===== config.mk =====
export PLATFORM = sky130hd
export DESIGN_NAME = ad7383_conv_sequencer
export DESIGN_NICKNAME = d
export VERILOG_FILES = /design/src/rtl/ad7383_pkg.sv /design/src/rtl/ad7383_sclk_gen.sv /design/src/rtl/ad7383_conv_sequencer.sv
export SDC_FILE = /design/constraint.sdc
export NUM_CORES = 1
export LEC_CHECK = 0
export ABC_AREA = 1
export CELL_PAD_IN_SITES_DETAIL_PLACEMENT = 1
export CELL_PAD_IN_SITES_GLOBAL_PLACEMENT = 2
export CORE_MARGIN = 10
export CORE_UTILIZATION = 30
export CTS_CLUSTER_SIZE = 8
export DETAILED_ROUTE_END_ITERATION = 10
export HOLD_SLACK_MARGIN = 0.02
export PLACE_DENSITY_LB_ADDON = 0.08
export SLEW_MARGIN = 20
export SYNTH_ARGS = -nofsm -noshare
export SYNTH_HDL_FRONTEND = slang
export SYNTH_HIERARCHICAL = 1
export SYNTH_SLANG_ARGS = --single-unit

===== constraint.sdc =====
create_clock -name ACLK -period 2.2 [get_ports ACLK]
set_clock_uncertainty 0.15 [all_clocks]
set_input_delay 0.44 -clock ACLK [delete_from_list [all_inputs] [get_ports ACLK]]
set_output_delay 0.44 -clock ACLK [all_outputs]
set_load 0.005 [all_outputs]

===== src/rtl/ad7383_pkg.sv =====
// Shared types and constants for the AD7383 conversion sequencer.
package ad7383_pkg;

   localparam int ADC_DATA_W = 16;
   localparam int ADC_BITS   = 16;

   typedef enum logic [2:0] {
      IDLE,
      CONVERT,
      SHIFT,
      DONE,
      QUIET
   } seq_state_t;

endpackage


===== src/rtl/ad7383_sclk_gen.sv =====
// SCLK divider for the AD7383 read-out: idles high, each period is CLK_DIV cycles low then CLK_DIV high.
module ad7383_sclk_gen #(
   parameter int CLK_DIV = 2
) (
   input  logic ACLK,
   input  logic ARESETN,
   input  logic en,
   output logic sclk,
   output logic rise,
   output logic period_done
);

   localparam int CNT_W = $clog2(CLK_DIV + 1);
   localparam logic [CNT_W-1:0] CNT_LAST = CNT_W'(CLK_DIV - 1);

   logic [CNT_W-1:0] cnt;
   logic             sclk_q;

   // Disabled state presets the counter so the first enabled edge drives SCLK low at once.
   always_ff @(posedge ACLK or negedge ARESETN) begin
      if (!ARESETN) begin
         cnt    <= CNT_LAST;
         sclk_q <= 1'b1;
      end else if (!en) begin
         cnt    <= CNT_LAST;
         sclk_q <= 1'b1;
      end else if (cnt == CNT_LAST) begin
         cnt    <= '0;
         sclk_q <= ~sclk_q;
      end else begin
         cnt    <= cnt + 1'b1;
      end
   end

   assign sclk        = sclk_q;
   assign rise        = !sclk_q && (cnt == CNT_LAST);
   assign period_done =  sclk_q && (cnt == CNT_LAST);

endmodule


===== src/rtl/ad7383_conv_sequencer.sv =====
// AD7383 conversion sequencer and dual-channel serial read-out.
// Optional build macro AD7383_TEST_PATTERN_EN replaces captured data with a frame-counter pattern.
module ad7383_conv_sequencer
   import ad7383_pkg::*;
#(
   parameter int CLK_DIV       = 2,
   parameter int CONV_CYCLES   = 24,
   parameter int QUIET_CYCLES  = 4,
   parameter int SAMPLE_PERIOD = 1000
) (
   input  logic                  ACLK,
   input  logic                  ARESETN,
   input  logic                  enable_i,
   input  logic                  trigger_i,
   input  logic                  clear_i,
   output logic                  adc_cs_n_o,
   output logic                  adc_sclk_o,
   input  logic                  adc_sdoa_i,
   input  logic                  adc_sdob_i,
   output logic [ADC_DATA_W-1:0] dataA_o,
   output logic [ADC_DATA_W-1:0] dataB_o,
   output logic                  adc_valid_o,
   output logic                  busy_o,
   output logic                  trig_drop_o
);

   localparam int TMR_MAX = (CONV_CYCLES > QUIET_CYCLES) ? CONV_CYCLES : QUIET_CYCLES;
   localparam int TMR_W   = $clog2(TMR_MAX + 1);
   localparam int PER_W   = $clog2(SAMPLE_PERIOD);
   localparam logic [TMR_W-1:0] CONV_LAST  = TMR_W'(CONV_CYCLES - 1);
   localparam logic [TMR_W-1:0] QUIET_LAST = TMR_W'(QUIET_CYCLES - 1);
   localparam logic [PER_W-1:0] PER_LAST   = PER_W'(SAMPLE_PERIOD - 1);

   if (CLK_DIV < 1) begin : g_bad_div
      $error("ad7383_conv_sequencer: CLK_DIV must be >= 1");
   end
   if (CONV_CYCLES < 1 || QUIET_CYCLES < 1) begin : g_bad_timing
      $error("ad7383_conv_sequencer: CONV_CYCLES and QUIET_CYCLES must be >= 1");
   end
   if (SAMPLE_PERIOD < CONV_CYCLES + 32*CLK_DIV + 1 + QUIET_CYCLES) begin : g_bad_period
      $error("ad7383_conv_sequencer: SAMPLE_PERIOD shorter than one complete frame");
   end

   seq_state_t       state, state_nxt;
   logic [TMR_W-1:0] tmr;
   logic [4:0]       bit_cnt;
   logic [PER_W-1:0] period_cnt;
   logic             enable_q;
   logic             en_rise;
   logic             start;
   logic             sclk_en;
   logic             sclk_rise;
   logic             sclk_period_done;

   assign en_rise = enable_i && !enable_q;
   assign start   = (enable_i && (period_cnt == PER_LAST || en_rise)) || (!enable_i && trigger_i);

   always_ff @(posedge ACLK or negedge ARESETN) begin
      if (!ARESETN) state <= IDLE;
      else          state <= state_nxt;
   end

   always_comb begin
      state_nxt = state;
      case (state)
         IDLE:    if (start)                                      state_nxt = CONVERT;
         CONVERT: if (tmr == CONV_LAST)                           state_nxt = SHIFT;
         SHIFT:   if (sclk_period_done && bit_cnt == 5'(ADC_BITS)) state_nxt = DONE;
         DONE:                                                     state_nxt = QUIET;
         QUIET:   if (tmr == QUIET_LAST)                          state_nxt = IDLE;
         default:                                                  state_nxt = IDLE;
      endcase
   end

   // SCLK enable looks one state ahead so the first low phase lines up with SHIFT entry.
   always_comb begin
      adc_cs_n_o = !(state == CONVERT || state == SHIFT);
      busy_o     = (state != IDLE);
      sclk_en    = (state_nxt == SHIFT);
   end

   ad7383_sclk_gen #(
      .CLK_DIV     (CLK_DIV)
   ) u_sclk_gen (
      .ACLK        (ACLK),
      .ARESETN     (ARESETN),
      .en          (sclk_en),
      .sclk        (adc_sclk_o),
      .rise        (sclk_rise),
      .period_done (sclk_period_done)
   );

   always_ff @(posedge ACLK or negedge ARESETN) begin
      if (!ARESETN)                tmr <= '0;
      else if (state_nxt != state) tmr <= '0;
      else if (state == CONVERT || state == QUIET) tmr <= tmr + 1'b1;
   end

   always_ff @(posedge ACLK or negedge ARESETN) begin
      if (!ARESETN)              bit_cnt <= '0;
      else if (state != SHIFT)   bit_cnt <= '0;
      else if (sclk_rise)        bit_cnt <= bit_cnt + 5'd1;
   end

   // A rising enable arms an immediate start even if it arrives mid-frame.
   always_ff @(posedge ACLK or negedge ARESETN) begin
      if (!ARESETN) begin
         period_cnt <= '0;
         enable_q   <= 1'b0;
      end else begin
         enable_q <= enable_i;
         if (state == IDLE && start)    period_cnt <= '0;
         else if (en_rise)              period_cnt <= PER_LAST;
         else if (period_cnt != PER_LAST) period_cnt <= period_cnt + 1'b1;
      end
   end

   always_ff @(posedge ACLK or negedge ARESETN) begin
      if (!ARESETN)                  trig_drop_o <= 1'b0;
      else if (trigger_i && busy_o)  trig_drop_o <= 1'b1;
      else if (clear_i)              trig_drop_o <= 1'b0;
   end

`ifdef AD7383_TEST_PATTERN_EN
   logic [ADC_DATA_W-1:0] frame_cnt;

   always_ff @(posedge ACLK or negedge ARESETN) begin
      if (!ARESETN) begin
         frame_cnt   <= '0;
         dataA_o     <= '0;
         dataB_o     <= '0;
         adc_valid_o <= 1'b0;
      end else begin
         adc_valid_o <= (state == DONE);
         if (state == DONE) begin
            dataA_o   <= frame_cnt;
            dataB_o   <= ~frame_cnt;
            frame_cnt <= frame_cnt + 1'b1;
         end
      end
   end
`else
   logic [ADC_DATA_W-1:0] shift_a, shift_b;

   always_ff @(posedge ACLK or negedge ARESETN) begin
      if (!ARESETN) begin
         shift_a <= '0;
         shift_b <= '0;
      end else if (state == SHIFT && sclk_rise) begin
         shift_a <= {shift_a[ADC_DATA_W-2:0], adc_sdoa_i};
         shift_b <= {shift_b[ADC_DATA_W-2:0], adc_sdob_i};
      end
   end

   always_ff @(posedge ACLK or negedge ARESETN) begin
      if (!ARESETN) begin
         dataA_o     <= '0;
         dataB_o     <= '0;
         adc_valid_o <= 1'b0;
      end else begin
         adc_valid_o <= (state == DONE);
         if (state == DONE) begin
            dataA_o <= shift_a;
            dataB_o <= shift_b;
         end
      end
   end
`endif

endmodule

After elaboration in Yosys (flattened, before gate mapping)
Index checks and enable logic that the tools add are counted.

Add/sub/neg operators: 4. Equality and inequality tests: 14. Muxes and demuxes: 18. Bitwise gates (word level): 1. Reductions and logical operators: 23.

Operator list (count): $mux W10 (3); $mux W5 (4); $pmux W3 S5 (1); $mux W3 (4); $add A10 B1 Y10 const B (1); $add A5 B1 Y5 const B (2); $eq A10 B10 Y1 const B (1); $eq A5 B5 Y1 const B (2); $ne A10 B10 Y1 const B (1); $eq A3 B2 Y1 const B (3); $logic_and A1 B1 Y1 (9); $reduce_bool A2 Y1 (3); $reduce_bool A3 Y1 (2); $eq A5 B2 Y1 const B (1); $logic_not A1 Y1 (4); $logic_or A1 B1 Y1 (4); $mux W1 (4); $mux W2 (2); $eq A3 B1 Y1 const B (1); $eq A3 B3 Y1 const B (1); $logic_not A3 Y1 (1); $ne A3 B2 Y1 const B (1); $ne A3 B3 Y1 (1); $add A2 B1 Y2 const B (1); other kinds (3) (3).

Register bits after elaboration: 93. Input port bits: 7. Output and inout port bits: 37. Logic and storage cells: 73.

Logic depth before layout (Yosys ltp)
Gate-level depths: netlist (run 1).

Word-level depth: 9. Mapped depth: 12. Gate-level depth less buffers: 12.

By module
The synthesis (run 1) kept the hierarchy.

Modules (own cells, without submodules): ad7383_conv_sequencer (times used 1, cells each 420, area each 3921.3 µm², seq. area each 2252.2 µm²); ad7383_sclk_gen (times used 1, cells each 14, area each 121.4 µm², seq. area each 77.6 µm²).

Worst setup path after synthesis (run 1)
Ideal clock, no wire load.

Path kind: register to register. Start point: register period_cnt[0]. End point: register u_sclk_gen.cnt[1]. Library setup time: 71 ps. Data arrival time: 1497 ps. Data required time: 1979 ps. Path slack: 482 ps. Cell stages (with the launch flop): 12. Buffers on the path: 1. Clock period less this slack: 1718 ps. Cell sequence: dfrtp_1 ha_1 nand2_1 nor2_1 nand3_1 nand3_1 nand2_1 buf_4 nand2_1 nor2_1 nand2_1 nor2_1.

Cells in the longest elaborated chain, start to end: 8.

Ends and longest elaborated chain: start, declared (line ad7383_conv_sequencer.sv:47) `logic [PER_W-1:0] period_cnt;`; start signal, assigned (line ad7383_conv_sequencer.sv:114) `else if (period_cnt != PER_LAST) period_cnt <= period_cnt + 1'b1;`; $eq A10 B10 Y1 (line ad7383_conv_sequencer.sv:56) `assign start = (enable_i && (period_cnt == PER_LAST || en_rise)) || (!enable_i && trigger_i);`; $logic_or A1 B1 Y1 (line ad7383_conv_sequencer.sv:56); $logic_and A1 B1 Y1 (line ad7383_conv_sequencer.sv:56); $logic_or A1 B1 Y1 (line ad7383_conv_sequencer.sv:56); $mux W3 (line ad7383_conv_sequencer.sv:66) `IDLE: if (start) state_nxt = CONVERT;`; $pmux W3 S5 (line ad7383_conv_sequencer.sv:65) `case (state)`; via state_nxt[0] (line ad7383_conv_sequencer.sv:44) `seq_state_t state, state_nxt;`; $eq A3 B2 Y1 (line ad7383_conv_sequencer.sv:79) `sclk_en = (state_nxt == SHIFT);`; via sclk_en (line ad7383_conv_sequencer.sv:51) `logic sclk_en;`; $mux W2 (line ad7383_sclk_gen.sv:24) `end else if (!en) begin`; end signal, assigned (line ad7383_sclk_gen.sv:31) `cnt <= cnt + 1'b1;`; end, declared (line ad7383_sclk_gen.sv:16) `logic [CNT_W-1:0] cnt;`.

The timed path passes the listed nets, and every way through them passes these cells. A chain may end at the register's enable or synchronous reset.

Worst setup path after layout (run 1)
Start point: register state[1]. End point: output busy_o.

Cells in the longest elaborated chain, start to end: 1.

Ends and longest elaborated chain: start, declared (line ad7383_conv_sequencer.sv:44); start signal, assigned (line ad7383_conv_sequencer.sv:60) `else state <= state_nxt;`; $reduce_bool A3 Y1 (line ad7383_conv_sequencer.sv:78) `busy_o = (state != IDLE);`; end, declared (line ad7383_conv_sequencer.sv:23) `output logic busy_o,`.

Every way passes these cells.

==> flow_summary.json, run 1 <==
{
  "via_per_inst": 4.43,
  "stdcell_count": 670,
  "crit_chain": "nor2_2, nand2_1, clkdlybuf4s50_1",
  "cp_max_fo": 3,
  "syn_to_final_growth_pct": 24.3,
  "antenna_found_initial": 0,
  "grt_pass1_vias": 3131,
  "cts_buffers": 9,
  "cts_tree": "yes",
  "gp_congestion": 0.706,
  "avgRoutedWirePerCell_microns": 13.6,
  "hold_path_depth": 1,
  "grtUsageTotal_pct": 11.0,
  "tns_ps": 0,
  "io_buffers": 43,
  "post-place-ws_ps": 80.7,
  "synth_nets": 445,
  "synth_area_sq_um": 4040,
  "dp_hpwl_microns": 6450,
  "grt_pass1_wl_microns": 16000,
  "ant_nets": 0,
  "placed_area_sq_um": 4690,
  "vdd_drop_max_mv": 0.373,
  "worstSetupPathType": "reg -> out",
  "path_delay_family": "buffers and inverters",
  "grt_max_degree": 66,
  "cts_max_level": 3,
  "ys_warn_count": 6,
  "cp.buffers_inverters": 1,
  "finalHoldViolCount": 0,
  "core-area_sq_um": 13200,
  "max_slew_margin_pct": 63.4,
  "wl_microns": 9130,
  "fin_crit_sh_pct": 95.1,
  "pin_count": 44,
  "synth_edf_count": 0,
  "cp.depth": 3,
  "final_area_sq_um": 5030,
  "nNetsFinal": 501,
  "p_per_area_nw_per_um2": 758,
  "cp-start-kind": "register",
  "synth_cell_types": 30,
  "drive_gt1_share_pct": 16.0,
  "slowest_stage": "clkdlybuf4s50_1",
  "syn_avg_cell_area_sq_um": 9.31,
  "rsz0062_at_grt": "no",
  "drcViolationCount": 0,
  "fmax_mhz": 478,
  "synthArstFlopShare_pct": 100,
  "path_clk_slew_ps": 60,
  "cts_max_path_buffers": 2,
  "die_x_microns": 136,
  "syn_inst": 434,
  "ys_seq_area_share_pct": 57.6,
  "start_util_pct": 30.5,
  "cap_violations": 0,
  "setup_violations": 0,
  "status": "finished, final reports clean",
  "dp.cells": 650,
  "rr_worst_depth": 10,
  "insertion_delay_ps": 350,
  "cts_root_buf": "clkbuf_16",
  "slew_violations": 0,
  "vias": 2971,
  "drt_iter0_drc": 135,
  "synth-seq-cells": 93,
  "hold_class": "reg -> reg",
  "layout_setup_ws_ps": 109,
  "drt_pass1_iterations": 4,
  "worstPathArrival_ps": 1500,
  "filler_cell_count": 1569,
  "period_minus_slack_ps": 2090,
  "slowest_delay_ps": 460,
  "die-height_microns": 136,
  "ys.flop_type": "dfrtp_1",
  "die_area_sq_um": 18500,
  "crit_required_ps": 1610,
  "diodes": 0,
  "tightest_slew_ps": 544,
  "grt_overflow": 0,
  "rows": 42,
  "cts_sinks": 93,
  "worstSetupEndpointType": "primary output",
  "p_leak_nw": 2.32
}
## synthesized netlist by cell type (2+ instances only)
cell	n	area (sq um)
nor2_2	5	31.3
xnor2_1	2	17.5
ha_1	4	50.1
buf_6	6	67.6
o21ai_0	27	135
nor3_4	2	32.5
dfstp_2	2	52.6
nor4_1	2	12.5
a21oi_1	7	35.0
xor2_1	4	35.0
inv_2	6	22.5
o21ai_2	23	201
nand3_1	19	95.1
nand4_1	9	56.3
dfrtp_1	91	2280
nor2_1	23	86.3
nand2_1	102	383
o21ai_1	21	105
buf_2	7	35.0
inv_1	60	225
nand2_2	3	18.8
## repair_timing
item                       4_1_cts  5_1_grt
hold buffers                     1        0
hold endpoints to repair        29        0
setup buffers                    2        2
setup endpoints to repair        2        1
gates resized for setup          6        0
## cell usage in the layout, fill, tap and decap left out, types with 3 or more instances in the layout
cell	n
nand2_1	102
dfrtp_1	89
inv_1	60
clkdlybuf4s50_1	41
o21ai_0	27
o21ai_2	23
nor2_1	22
o21ai_1	21
nand3_1	19
buf_4	14
nand4_1	9
clkbuf_16	9
a21oi_1	7
nor2_2	6
inv_2	5
xor2_1	4
ha_1	4
nor3_4	3
nand2_2	3
## power by group
group | internal, mW | total [mW] | switching, mW
Clock | 0.828 | 1.50 | 0.672
Sequential | 1.79 | 1.86 | 0.0755
Combinational | 0.181 | 0.444 | 0.264
Total | 2.80 | 3.81 | 1.01
## worst paths after layout
kind,end,slack (ps),from
worst max-delay path,busy_o,110,state[1]
worst min-delay path,u_sclk_gen/cnt[0],310,u_sclk_gen/cnt[0]
worst max register to register,u_sclk_gen/cnt[1],250,period_cnt[1]
worst min register to register,u_sclk_gen/cnt[0],310,u_sclk_gen/cnt[0]
max in group asynchronous,dataA_o[15],850,ARESETN
min in group asynchronous,dataB_o[13],450,ARESETN
## stage by stage
step	hold slack, ps	utilization [%]	power (mW)
floorplan	-5.59	-	2.16
global placement	294	35.4	2.34
detailed placement	292	35.4	2.35
finish	313	38.0	3.81
CTS	316	37.8	3.90
global route	330	38.0	4.06
## routing by layer
layer  track usage [%]  wire, microns  vias to the layer above
met5                 0              0                        -
met4              3.37            117                        0
met3              4.98            493                        8
met2              17.0           4210                       35
met1              13.3           4300                     1451
li1                  -              -                     1477
## layout make-up
class	instances	area (sq um)	area share, %
clock buffers	11	253	5.03
flip-flops and latches	93	2330	46.4
well taps	176	220	4.38
inverters	67	254	5.05
multi-input cells	260	1360	27.1
repair buffers	59	574	11.4
clock inverters	4	32.5	0.647
## flip-flops by register name, summed over array words and instances, names as in the netlist, 2 cells and up
| signal | flops |
|---|---|
| bit_cnt | 5 |
| dataA_o | 16 |
| shift_a | 16 |
| tmr | 5 |
| shift_b | 16 |
| dataB_o | 16 |
| u_sclk_gen/cnt | 2 |
| period_cnt | 10 |
| state | 3 |
## cell families after synthesis
| group | Yosys count | share of synthesized area (%) |
|---|---|---|
| AO/OA/AOI/OAI | 80 | 12.2 |
| XOR/XNOR | 6 | 1.30 |
| adder cells (fa/ha/maj) | 4 | 1.24 |
| buffers and inverters | 81 | 8.94 |
| flip-flops | 93 | 57.6 |
| AND/OR/NAND/NOR | 170 | 18.7 |
Note: power is estimated with default switching activity, not from simulation.
==> run 2, diff against run 1 <==
--- a/config.mk
+++ b/config.mk
@@ -9,7 +9,8 @@
 export CELL_PAD_IN_SITES_DETAIL_PLACEMENT = 1
 export CELL_PAD_IN_SITES_GLOBAL_PLACEMENT = 2
 export CORE_MARGIN = 10
-export CORE_UTILIZATION = 30
+export CORE_UTILIZATION = 36
+export CTS_BUF_LIST = sky130_fd_sc_hd__clkbuf_8
 export CTS_CLUSTER_SIZE = 8
 export DETAILED_ROUTE_END_ITERATION = 10
 export HOLD_SLACK_MARGIN = 0.02
==> flow_summary.json, run 2 (synthesized netlist as in run 1, its figures left out) <==
{
  "status": "finished, final reports clean",
  "p_per_area_nw_per_um2": 726,
  "slew_violations": 0,
  "filler_cell_count": 1280,
  "holdPathEnd": "bit_cnt[4]",
  "io_buffers": 43,
  "rr_endpoint": "u_sclk_gen/cnt[1]",
  "grt_overflow": 0,
  "core-area_sq_um": 10900,
  "cp-start-kind": "register",
  "cp.buffers_inverters": 1,
  "cp_max_fo": 3,
  "diodes": 0,
  "worstPathArrival_ps": 1520,
  "drcViolationCount": 0,
  "path_clk_slew_ps": 90,
  "die-height_microns": 126,
  "antenna_found_initial": 0,
  "drt_iter0_drc": 137,
  "cts_buffers": 9,
  "regToRegStartpoint": "period_cnt[1]",
  "tns_ps": 0,
  "via_per_inst": 4.61,
  "slowest_stage": "clkdlybuf4s50_1",
  "cts_tree": "yes",
  "vdd_drop_max_mv": 0.328,
  "rr_worst_depth": 10,
  "final_common_cell": "nand2_1",
  "grt_pass1_vias": 3012,
  "syn_to_final_growth_pct": 22.3,
  "cts_max_level": 3,
  "rrSetupSlack_ps": 340,
  "path_delay_family": "buffers and inverters",
  "grt_pass1_wl_microns": 15100,
  "worstSetupEndpointType": "primary output",
  "rsz0062_at_grt": "no",
  "ant_nets": 0,
  "worstSetupPathType": "reg -> out",
  "start_util_pct": 37.0,
  "nNetsFinal": 500,
  "cts_sinks": 93,
  "drive_gt1_share_pct": 16.0,
  "max_slew_margin_pct": 55.8,
  "hold_path_depth": 1,
  "period_minus_slack_ps": 2110,
  "die_x_microns": 126,
  "wl_microns": 8830,
  "grtUsageTotal_pct": 11.5,
  "crit_required_ps": 1610,
  "final_util_pct": 45.2,
  "hold_class": "reg -> reg",
  "tightest_slew_ps": 663,
  "worst_hold_slack_ps": 323,
  "avgRoutedWirePerCell_microns": 13.9,
  "drt_pass1_iterations": 4,
  "rows": 38,
  "cts_root_buf": "clkbuf_8",
  "vias": 2922,
  "fmax_mhz": 473,
  "dp_hpwl_microns": 6130,
  "insertion_delay_ps": 370,
  "pin_count": 44,
  "cts_max_path_buffers": 2,
  "fin_crit_sh_pct": 96.1,
  "finalHoldViolCount": 0,
  "die_area_sq_um": 15900,
  "p_leak_nw": 2.30,
  "final_area_sq_um": 4940,
  "mostFrequentLayoutCells": "nand2_1 (102), dfrtp_1 (88), inv_1 (61)",
  "slowest_delay_ps": 470,
  "gp_congestion": 0.740,
  "cap_violations": 0,
  "placed_area_sq_um": 4660,
  "setup_violations": 0,
  "hold_path_startpoint": "bit_cnt[4]",
  "grt_max_degree": 66,
  "crit_chain": "nor2_4, nand2_1, clkdlybuf4s50_1"
}
[run 2: where the power goes]
part,switching (mW),internal [mW]
sequential,0.0685,1.79
combinational,0.262,0.183
clock,0.596,0.695
[run 2: area by class of cell]
type                    instances  area, sq um  area share [%]
well taps                     140          175            3.54
repair buffers                 58          592            12.0
flip-flops and latches         93         2330            47.2
clock buffers                  11          151            3.06
multi-input cells             260         1370            27.6
inverters                      67          254            5.14
clock inverters                 5         73.8            1.49
[run 2: through the flow]
stage	setup WS, ps	power, mW	instances
2_1_floorplan	482	2.16	434
3_3_place_gp	183	2.34	614
3_5_place_dp	144	2.34	614
4_1_cts	1.78	3.67	632
5_1_grt	18.3	3.80	634
6_report	86.5	3.59	634
[run 2: how the worst max path moves through the flow]
stage / start / to / slack, ps / depth (start not counted)
CTS: state[2] / busy_o / 2 / 3
global placement: enable_i / period_cnt[7] / 180 / 8
detailed placement: enable_i / period_cnt[7] / 140 / 8
floorplan: period_cnt[0] / u_sclk_gen/cnt[1] / 480 / 11
finish: state[0] / busy_o / 90 / 3
global route: state[1] / busy_o / 20 / 3
[run 2: per-layer routing]
metal | GRT usage (%) | vias to the layer above | wire, microns | share of wire (%)
li1 | - | 1474 | - | -
met1 | 14.8 | 1398 | 4250 | 48
met2 | 17.6 | 38 | 4020 | 45
met3 | 3.06 | 12 | 375 | 4.2
met4 | 5.43 | 0 | 184 | 2.1
met5 | 0 | - | 0 | 0
[run 2: timing repair]
action,CTS,global route
setup endpoints to repair,2,1
gates resized for setup,6,2
buffers inserted,1,2
hold buffers,1,0
endpoints found under the hold margin,43,0
pin swaps,0,0
